$ cat src/rtl/match_evt_pkg.sv
// Shared definitions for the match event recorder.
// Record layout: {start[TS_W-1:0], len[LEN_W-1:0]}, start field in the MSBs.
package match_evt_pkg;

  // Run tracker states
  // state | meaning
  // IDLE  | no run in progress, waiting for a rising edge of the match flag
  // RUN   | match flag high, accumulating the current run length
  typedef enum logic {
    IDLE = 1'b0,
    RUN  = 1'b1
  } run_state_t;

  // Total packed record width: start field followed by length field.
  function automatic int rec_w(input int ts_w, input int len_w);
    return ts_w + len_w;
  endfunction

  // Saturation value of the run-length field (all ones).
  function automatic int unsigned len_max(input int unsigned len_w);
    return (32'd1 << len_w) - 32'd1;
  endfunction

endpackage

$ cat src/rtl/evt_fifo.sv
// Generic synchronous first-word-fall-through FIFO.
// Head data is driven from registered storage; reads as zero when empty.
// A push while full is accepted only when a pop frees a slot in the same cycle.
// A pop while empty is ignored, so a push into an empty FIFO always lands.
module evt_fifo #(
  parameter int WIDTH = 24,
  parameter int DEPTH = 8
) (
  input  logic                     clk,
  input  logic                     reset,
  input  logic                     push,
  input  logic [WIDTH-1:0]         wdata,
  input  logic                     pop,
  output logic [WIDTH-1:0]         rdata,
  output logic                     full,
  output logic                     empty,
  output logic [$clog2(DEPTH):0]   count
);

  localparam int PTR_W = $clog2(DEPTH);
  localparam int CNT_W = PTR_W + 1;

  logic [WIDTH-1:0] mem [DEPTH];
  logic [PTR_W-1:0] wr_ptr;
  logic [PTR_W-1:0] rd_ptr;
  logic             push_eff;
  logic             pop_eff;

  assign full     = (count == CNT_W'(DEPTH));
  assign empty    = (count == '0);
  assign pop_eff  = pop && !empty;
  assign push_eff = push && (!full || pop_eff);
  assign rdata    = empty ? '0 : mem[rd_ptr];

  // Storage write; contents need no reset because the head is gated by empty.
  always_ff @(posedge clk) begin
    if (push_eff) mem[wr_ptr] <= wdata;
  end

  // Pointer and occupancy update; pointers wrap naturally at power-of-2 DEPTH.
  always_ff @(posedge clk) begin
    if (reset) begin
      wr_ptr <= '0;
      rd_ptr <= '0;
      count  <= '0;
    end else begin
      if (push_eff) wr_ptr <= wr_ptr + PTR_W'(1);
      if (pop_eff)  rd_ptr <= rd_ptr + PTR_W'(1);
      case ({push_eff, pop_eff})
        2'b10:   count <= count + CNT_W'(1);
        2'b01:   count <= count - CNT_W'(1);
        default: count <= count;
      endcase
    end
  end

endmodule

$ cat src/rtl/match_event_fifo.sv
// Timestamps runs of the pattern-detector match flag and queues
// {start, length} records in an FWFT FIFO with a sticky overflow flag.
// Optional build macro MATCH_EVT_SPLIT_EN: a run reaching the maximum length
// emits a max-length record and continues as a fresh record in the same cycle;
// without it the length saturates and one record is emitted per run.
module match_event_fifo
  import match_evt_pkg::*;
#(
  parameter int DEPTH = 8,
  parameter int TS_W  = 16,
  parameter int LEN_W = 8
) (
  input  logic                   clk,
  input  logic                   reset,
  input  logic                   match_in,
  input  logic                   pop,
  input  logic                   clear_ovf,
  output logic                   evt_valid,
  output logic [TS_W-1:0]        evt_start,
  output logic [LEN_W-1:0]       evt_len,
  output logic [$clog2(DEPTH):0] count,
  output logic                   overflow
);

  localparam int             REC_W   = rec_w(TS_W, LEN_W);
  localparam logic [LEN_W-1:0] LEN_MAX = LEN_W'(len_max(LEN_W));

  run_state_t       state, state_n;
  logic [TS_W-1:0]  ts;
  logic             match_q;
  logic [TS_W-1:0]  cur_start, cur_start_n;
  logic [LEN_W-1:0] cur_len, cur_len_n;
  logic             push;
  logic [REC_W-1:0] rec;
  logic [REC_W-1:0] head;
  logic             fifo_full;
  logic             fifo_empty;

  // Free-running timestamp and previous-cycle copy of the match flag.
  always_ff @(posedge clk) begin
    if (reset) begin
      ts      <= '0;
      match_q <= 1'b0;
    end else begin
      ts      <= ts + TS_W'(1);
      match_q <= match_in;
    end
  end

  // Run tracker state and current-record registers.
  always_ff @(posedge clk) begin
    if (reset) begin
      state     <= IDLE;
      cur_start <= '0;
      cur_len   <= '0;
    end else begin
      state     <= state_n;
      cur_start <= cur_start_n;
      cur_len   <= cur_len_n;
    end
  end

  // Run tracker next state; a record is emitted from the pre-update fields.
  always_comb begin
    state_n     = state;
    cur_start_n = cur_start;
    cur_len_n   = cur_len;
    push        = 1'b0;
    rec         = {cur_start, cur_len};
    case (state)
      IDLE: begin
        if (match_in && !match_q) begin
          cur_start_n = ts;
          cur_len_n   = LEN_W'(1);
          state_n     = RUN;
        end
      end
      RUN: begin
        if (match_in) begin
`ifdef MATCH_EVT_SPLIT_EN
          if (cur_len == LEN_MAX) begin
            push        = 1'b1;
            cur_start_n = ts;
            cur_len_n   = LEN_W'(1);
          end else begin
            cur_len_n = cur_len + LEN_W'(1);
          end
`else
          if (cur_len != LEN_MAX) cur_len_n = cur_len + LEN_W'(1);
`endif
        end else begin
          push    = 1'b1;
          state_n = IDLE;
        end
      end
      default: state_n = IDLE;
    endcase
  end

  evt_fifo #(
    .WIDTH (REC_W),
    .DEPTH (DEPTH)
  ) u_fifo (
    .clk   (clk),
    .reset (reset),
    .push  (push),
    .wdata (rec),
    .pop   (pop),
    .rdata (head),
    .full  (fifo_full),
    .empty (fifo_empty),
    .count (count)
  );

  assign evt_valid = !fifo_empty;
  assign evt_start = head[REC_W-1 -: TS_W];
  assign evt_len   = head[LEN_W-1:0];

  // Sticky overflow: a dropped record sets it, and setting beats clearing.
  always_ff @(posedge clk) begin
    if (reset)                            overflow <= 1'b0;
    else if (push && fifo_full && !pop)   overflow <= 1'b1;
    else if (clear_ovf)                   overflow <= 1'b0;
  end

endmodule
$ cat config.mk
export PLATFORM = sky130hd
export DESIGN_NAME = match_event_fifo
export DESIGN_NICKNAME = d
export VERILOG_FILES = /design/src/rtl/match_evt_pkg.sv /design/src/rtl/evt_fifo.sv /design/src/rtl/match_event_fifo.sv
export SDC_FILE = /design/constraint.sdc
export NUM_CORES = 1
export LEC_CHECK = 0
export BUFFER_PORTS_ARGS = -buffer_cell sky130_fd_sc_hd__buf_2
export CORE_MARGIN = 2
export CORE_UTILIZATION = 30
export CTS_BUF_LIST = sky130_fd_sc_hd__clkbuf_4 sky130_fd_sc_hd__clkbuf_8 sky130_fd_sc_hd__clkbuf_16
export CTS_CLUSTER_DIAMETER = 30
export DETAILED_ROUTE_END_ITERATION = 16
export PLACE_DENSITY = 0.5
export SKIP_CTS_REPAIR_TIMING = 1
export SLEW_MARGIN = 25
export SYNTH_ARGS = -nofsm -noshare
export SYNTH_HDL_FRONTEND = slang
export SYNTH_HIERARCHICAL = 1
export SYNTH_SLANG_ARGS = --single-unit
export TNS_END_PERCENT = 1
$ cat constraint.sdc
create_clock -name clk -period 4.5 [get_ports clk]
set_input_delay 0.675 -clock clk [delete_from_list [all_inputs] [get_ports clk]]
set_output_delay 0.675 -clock clk [all_outputs]
set_load 0.02 [all_outputs]
==> results.toml, run 1 <==
[sta]
fin_crit_ns = 3.390
max_freq_ghz = 0.2950
fin_crit_sh_pct = 75.33
setup_viol = 0
skew_ns = 0.01278
tns_ns = 0
rsz0062_at_grt = "false"
maxSlewViolCount = 0
hold_viol_final = 0
relSlewSlack_pct = 39.93
tightest_slew_ns = 0.9010

[route]
wl_per_cell_um = 17.60
drt_iter0_markers = 343
antenna_left = 0
vias = 5383
drt-total-wl_um = 20470
vias_per_cell = 4.629
drt_pass1_iterations = 4
drc = 0

[grt]
grtUsageMet1_pct = 16.42
use_met2_pct = 19.67
grtUsageTotal_pct = 12.28
antenna_found_initial = 0
grt_use_met3_pct = 2.359
grt_max_degree = 40
grt_pass1_wl_um = 31950
grt_pass1_vias = 5639
globalRouteOverflowTotal = 0
grt.busiest_layer = "met2"

[cts]
clk_pin_slew_worst_paths_ns = 0.05
clkSinkCount = 248
htreeDepth = 2
tritoncts = "yes"
cts.path.max_buffers = 3
cts-root-buf = "clkbuf_16"
worstSkewPairLatency_ns = 0.54
cts-buffers-inserted = 53

[floorplan]
die_x_um = 184.8
dieArea_sq_um = 34150
io_pins = 35
core_region_area_sq_um = 32370
start_util_pct = 30.29
rows = 66
die_y_um = 184.8

[cells_and_area]
post-route-util_pct = 38.56
final_cell_mix = "edfxtp_1, clkbuf_16, dfxtp_1"
num_antenna_cells = 0
nFillCells = 3026
nNetsFinal = 688
final_common_cell = "edfxtp_1"
syn_to_final_growth_pct = 27.29
drive_above_1_share_pct = 29.82

[logic_synthesis]
synth-seq-cells = 248
synth-edff-count = 192
synthArstFlopShare_pct = 0
yosysWarnings = 6
synth_nets = 616
seq_area_frac_synth_pct = 70.23
syn_avg_cell_area_sq_um = 16.23
synth_top_flop_cell = "edfxtp_1"
netlist_instances = 604
netlist_area_sq_um = 9806
synth_cell_type_count = 56

[setup_path]
cp_slowest_stage_delay_ns = 0.89
worstSetupPathType = "reg -> out"
slowest_stage = "dfxtp_4"
crit_arrival_ns = 2.71
start_kind = "flip-flop"
crit_path_max_fanout = 39
cp.required_ns = 3.83
cp-end-kind = "primary output"
crit_chain = "buf_4 > mux4_2 > mux2i_1 > nor2_1 > buf_2"

[power]
vdd_ir_drop_max_uv = 328.5
p_per_area_nw_per_um2 = 638.3
power.leakage_nw = 4.236

[run_status]
status = "finished clean"

[flow_run]
max_cap_viol_count = 0

[place]
io_buffers = 34
dp_hpwl_um = 11590
gp_congestion = 0.7050

[worst_hold_path]
hold_path_class = "in -> reg"
synthesized netlist by cell type, types with 3 or more instances:
cell	count	area [sq um]
edfxtp_1	192	5766
nor2_1	59	221.5
dfxtp_1	56	1121
mux4_2	48	1081
nand2_1	43	161.4
a21oi_1	29	145.1
mux2i_1	27	270.3
clkbuf_1	13	48.80
buf_2	11	55.05
nand3_1	10	50.05
nand2b_1	9	56.30
inv_1	8	30.03
xnor2_1	8	70.07
nand4_1	7	43.79
ha_1	6	75.07
or3_1	6	37.54
nor2b_1	5	31.28
nor3_1	5	25.02
o21ai_0	5	25.02
xor2_1	5	43.79
buf_4	4	30.03
a31oi_1	3	18.77
nand3b_1	3	22.52
cells by family (layout without fill, tap and decap cells):
group           count (synthesis)  in the layout  synth area share, %
compound gates                 59             59                3.917
xor+xnor                       13             13                1.161
fa+ha+maj                       7              7               0.9697
buf+inv                        38            155                1.837
flops                         248            248                70.23
mux                            76             76                13.90
simple gates                  163            163                7.988
power by group:
group | switching, mW | internal (mW)
clock | 1.22 | 2.91
combinational | 0.670 | 0.508
sequential | 0.168 | 2.49
total | 2.06 | 5.91
final cells by class:
type                    instances  area (sq um)  share of cell area [%]
flip-flops and latches        248          6892                   55.21
inverters                       8         30.03                  0.2406
clock inverters                37         529.3                   4.240
well taps                     442         553.0                   4.431
clock buffers                  63          1431                   11.47
multi-input cells             318          2779                   22.26
repair buffers                 47         267.8                   2.145
metrics by stage:
step	power [mW]	worst slack, ns	cells	hold slack, ns	cell area (sq um)
after floorplan	3.526	0.6245	604	0.4457	9806
after global placement	3.900	1.596	1063	0.4629	10520
after detailed placement	3.921	1.464	1063	0.4664	10520
after CTS	8.077	0.9913	1163	0.3930	12480
after global routing	8.280	0.8597	1163	0.4180	12480
final	7.967	1.110	1163	0.4058	12480
worst max-delay path, delay by kind of cell, from the launching register on:
kind          cells  cell delay (ns)
mux               2             0.67
flops             1             0.89
simple gates      1             0.05
buf+inv           2             0.53
per-layer routing:
metal / part of all wire (%) / vias up
met2: 48 / 88
met5: 0 / -
met1: 46 / 2744
li1: - / 2502
met4: 3.0 / 0
met3: 2.8 / 49
final timing paths:
kind	from	to	slack, ns	cells past startpoint
setup / recovery	flip-flop	evt_start[3]	1.11	5
hold / removal	clear_ovf	overflow	0.41	3
setup reg to reg	state	u_fifo/mem[4][14]	1.65	5
hold reg to reg	ts[15]	cur_start[15]	0.47	2
state kept, by name, summed over array words and instances, names as in the netlist, named ones only:
| register | flops |
|---|---|
| u_fifo/wr_ptr | 3 |
| u_fifo/rd_ptr | 3 |
| match_q | 1 |
| cur_start | 16 |
| cur_len | 8 |
| overflow | 1 |
| state | 1 |
| u_fifo/count | 4 |
| ts | 16 |
| u_fifo/mem | 192 |
(Power assumes the default switching activity.)
==> run 2, diff against run 1 <==
Settings changed: PLACE_DENSITY 0.5 to 0.51.
Clock period 4.5 ns to 3 ns, I/O delays scaled along.
==> run 2 against run 1 <==
  * Non-clock buffer count rose by 5
  * Design area rose by 0.54%
  * Clock power rose by 40%
==> results.toml, run 2 (synthesis results as in run 1) <==
[sta]
finalWorstSetupSlack_ns = 0.2383
fin_crit_ns = 2.762
setup_viol = 0
rsz0062_at_grt = "false"
hold_viol_final = 0
tightest_slew_ns = 0.6485
fin_crit_sh_pct = 92.06
maxSlewViolCount = 0
max_freq_ghz = 0.3621
skew_ns = 0.03142
tns_ns = 0
relSlewSlack_pct = 56.77

[floorplan]
die_y_um = 184.8
die_x_um = 184.8
io_pins = 35
dieArea_sq_um = 34150
rows = 66
start_util_pct = 30.29
core_region_area_sq_um = 32370

[power]
totalPowerFinal_mw = 11.65
p_clk_share_pct = 49.6
seq_power_share_pct = 33.4
vdd_ir_drop_max_uv = 481.9
swShare_pct = 27.18
power.internal_mw = 8.482
p_comb_share_pct = 17.1
p_per_area_nw_per_um2 = 928.1
power.leakage_nw = 4.213
switching_power_mw = 3.165

[cells_and_area]
syn_to_final_growth_pct = 27.98
fin_cells = 1166
nNetsFinal = 692
final_cell_mix = "edfxtp_1, dfxtp_1, nor2_1"
top_regs = "u_fifo/mem: 192 flops, cur_start: 16 flops, ts: 16 flops"
largest_register_ffs = 192
largest-register = "u_fifo/mem"
final_common_cell = "edfxtp_1"
num_antenna_cells = 0
post-route-util_pct = 38.77
drive_above_1_share_pct = 29.70
nFillCells = 3010

[setup_path]
worstSetupPathType = "reg -> out"
crit_path_max_fanout = 16
crit_arrival_ns = 2.31
start_kind = "flip-flop"
cp-end-kind = "primary output"
cp.required_ns = 2.55

[grt]
grtUsageMet1_pct = 16.56
grtUsageTotal_pct = 12.87
antenna_found_initial = 1
grt_max_degree = 49
grt_pass1_wl_um = 33340
grt_use_met3_pct = 2.615
use_met2_pct = 21.48
globalRouteOverflowTotal = 0
grt.busiest_layer = "met2"
grt_pass1_vias = 5835

[flow_run]
max_cap_viol_count = 0

[cts]
tritoncts = "yes"
worstSkewPairLatency_ns = 0.56
clkSinkCount = 248
clk_pin_slew_worst_paths_ns = 0.05
cts.path.max_buffers = 3
htreeDepth = 2
cts-buffers-inserted = 52
cts-root-buf = "clkbuf_16"

[place]
pre_cts_ws_ns = 0.5208
dp_hpwl_um = 11550
io_buffers = 34
dp_cells = 1067
gp_congestion = 0.7394

[route]
drt_pass1_iterations = 4
vias_per_cell = 4.741
wl_per_cell_um = 18.40
drt_iter0_markers = 339
drt-total-wl_um = 21460
drc = 0
antenna_left = 0
vias = 5528

[worst_hold_path]
hold_path_class = "in -> reg"

[run_status]
status = "finished clean"
==> run 2: changes by cell type in the layout (fill, tap and decap cells not counted), sizes merged <==
cell,before,now
buf,47,52
clkbuf,63,61
clkinv,12,20
clkinvlp,11,2
inv,11,16
bufinv,11,7
==> run 2: final timing paths <==
path / from / to / slack [ns] / depth (start not counted)
max: flip-flop / evt_len[4] / 0.24 / 5
min: clear_ovf / overflow / 0.16 / 3
max reg2reg: u_fifo/count[0] / u_fifo/count[3] / 0.48 / 9
min reg2reg: ts[5] / cur_start[5] / 0.47 / 2
==> run 2: layout make-up <==
class	count	area (sq um)	area share, %
timing repair buffer	52	462.9	3.689
inverter	8	30.03	0.2393
sequential	248	6892	54.92
tap	442	553.0	4.407
multi-input combinational	318	2785	22.19
clock buffer	61	1369	10.91
clock inverter	37	457.9	3.649
==> run 2: power groups by stage <==
stage	sequential, mW	combinational, mW	clock, mW
after global routing	3.90	2.17	6.07
after detailed placement	3.98	1.96	0
after CTS	3.92	1.97	5.87
after floorplan	3.87	1.42	0
final	3.89	1.99	5.77
after global placement	3.97	1.96	0
==> run 2: worst max-delay path, stage by stage, from the launching register on <==
cell	delay, ns
dfxtp_4	0.56
buf_12	0.24
mux4_2	0.52
mux2i_1	0.20
nor2_1	0.06
buf_2	0.17
==> run 2: per-layer routing <==
metal | vias up | wire length [um]
met3 | 37 | 984
li1 | 2507 | -
met5 | - | 0
met4 | 0 | 448
met2 | 139 | 10470
met1 | 2845 | 9553
==> run 2: through the flow <==
| stage | cell area, sq um | hold WS (ns) |
|---|---|---|
| floorplan | 9816 | 0.4457 |
| global placement | 10700 | 0.4541 |
| detailed placement | 10700 | 0.4554 |
| CTS | 12520 | 0.1357 |
| global route | 12550 | 0.1710 |
| finish | 12550 | 0.1591 |
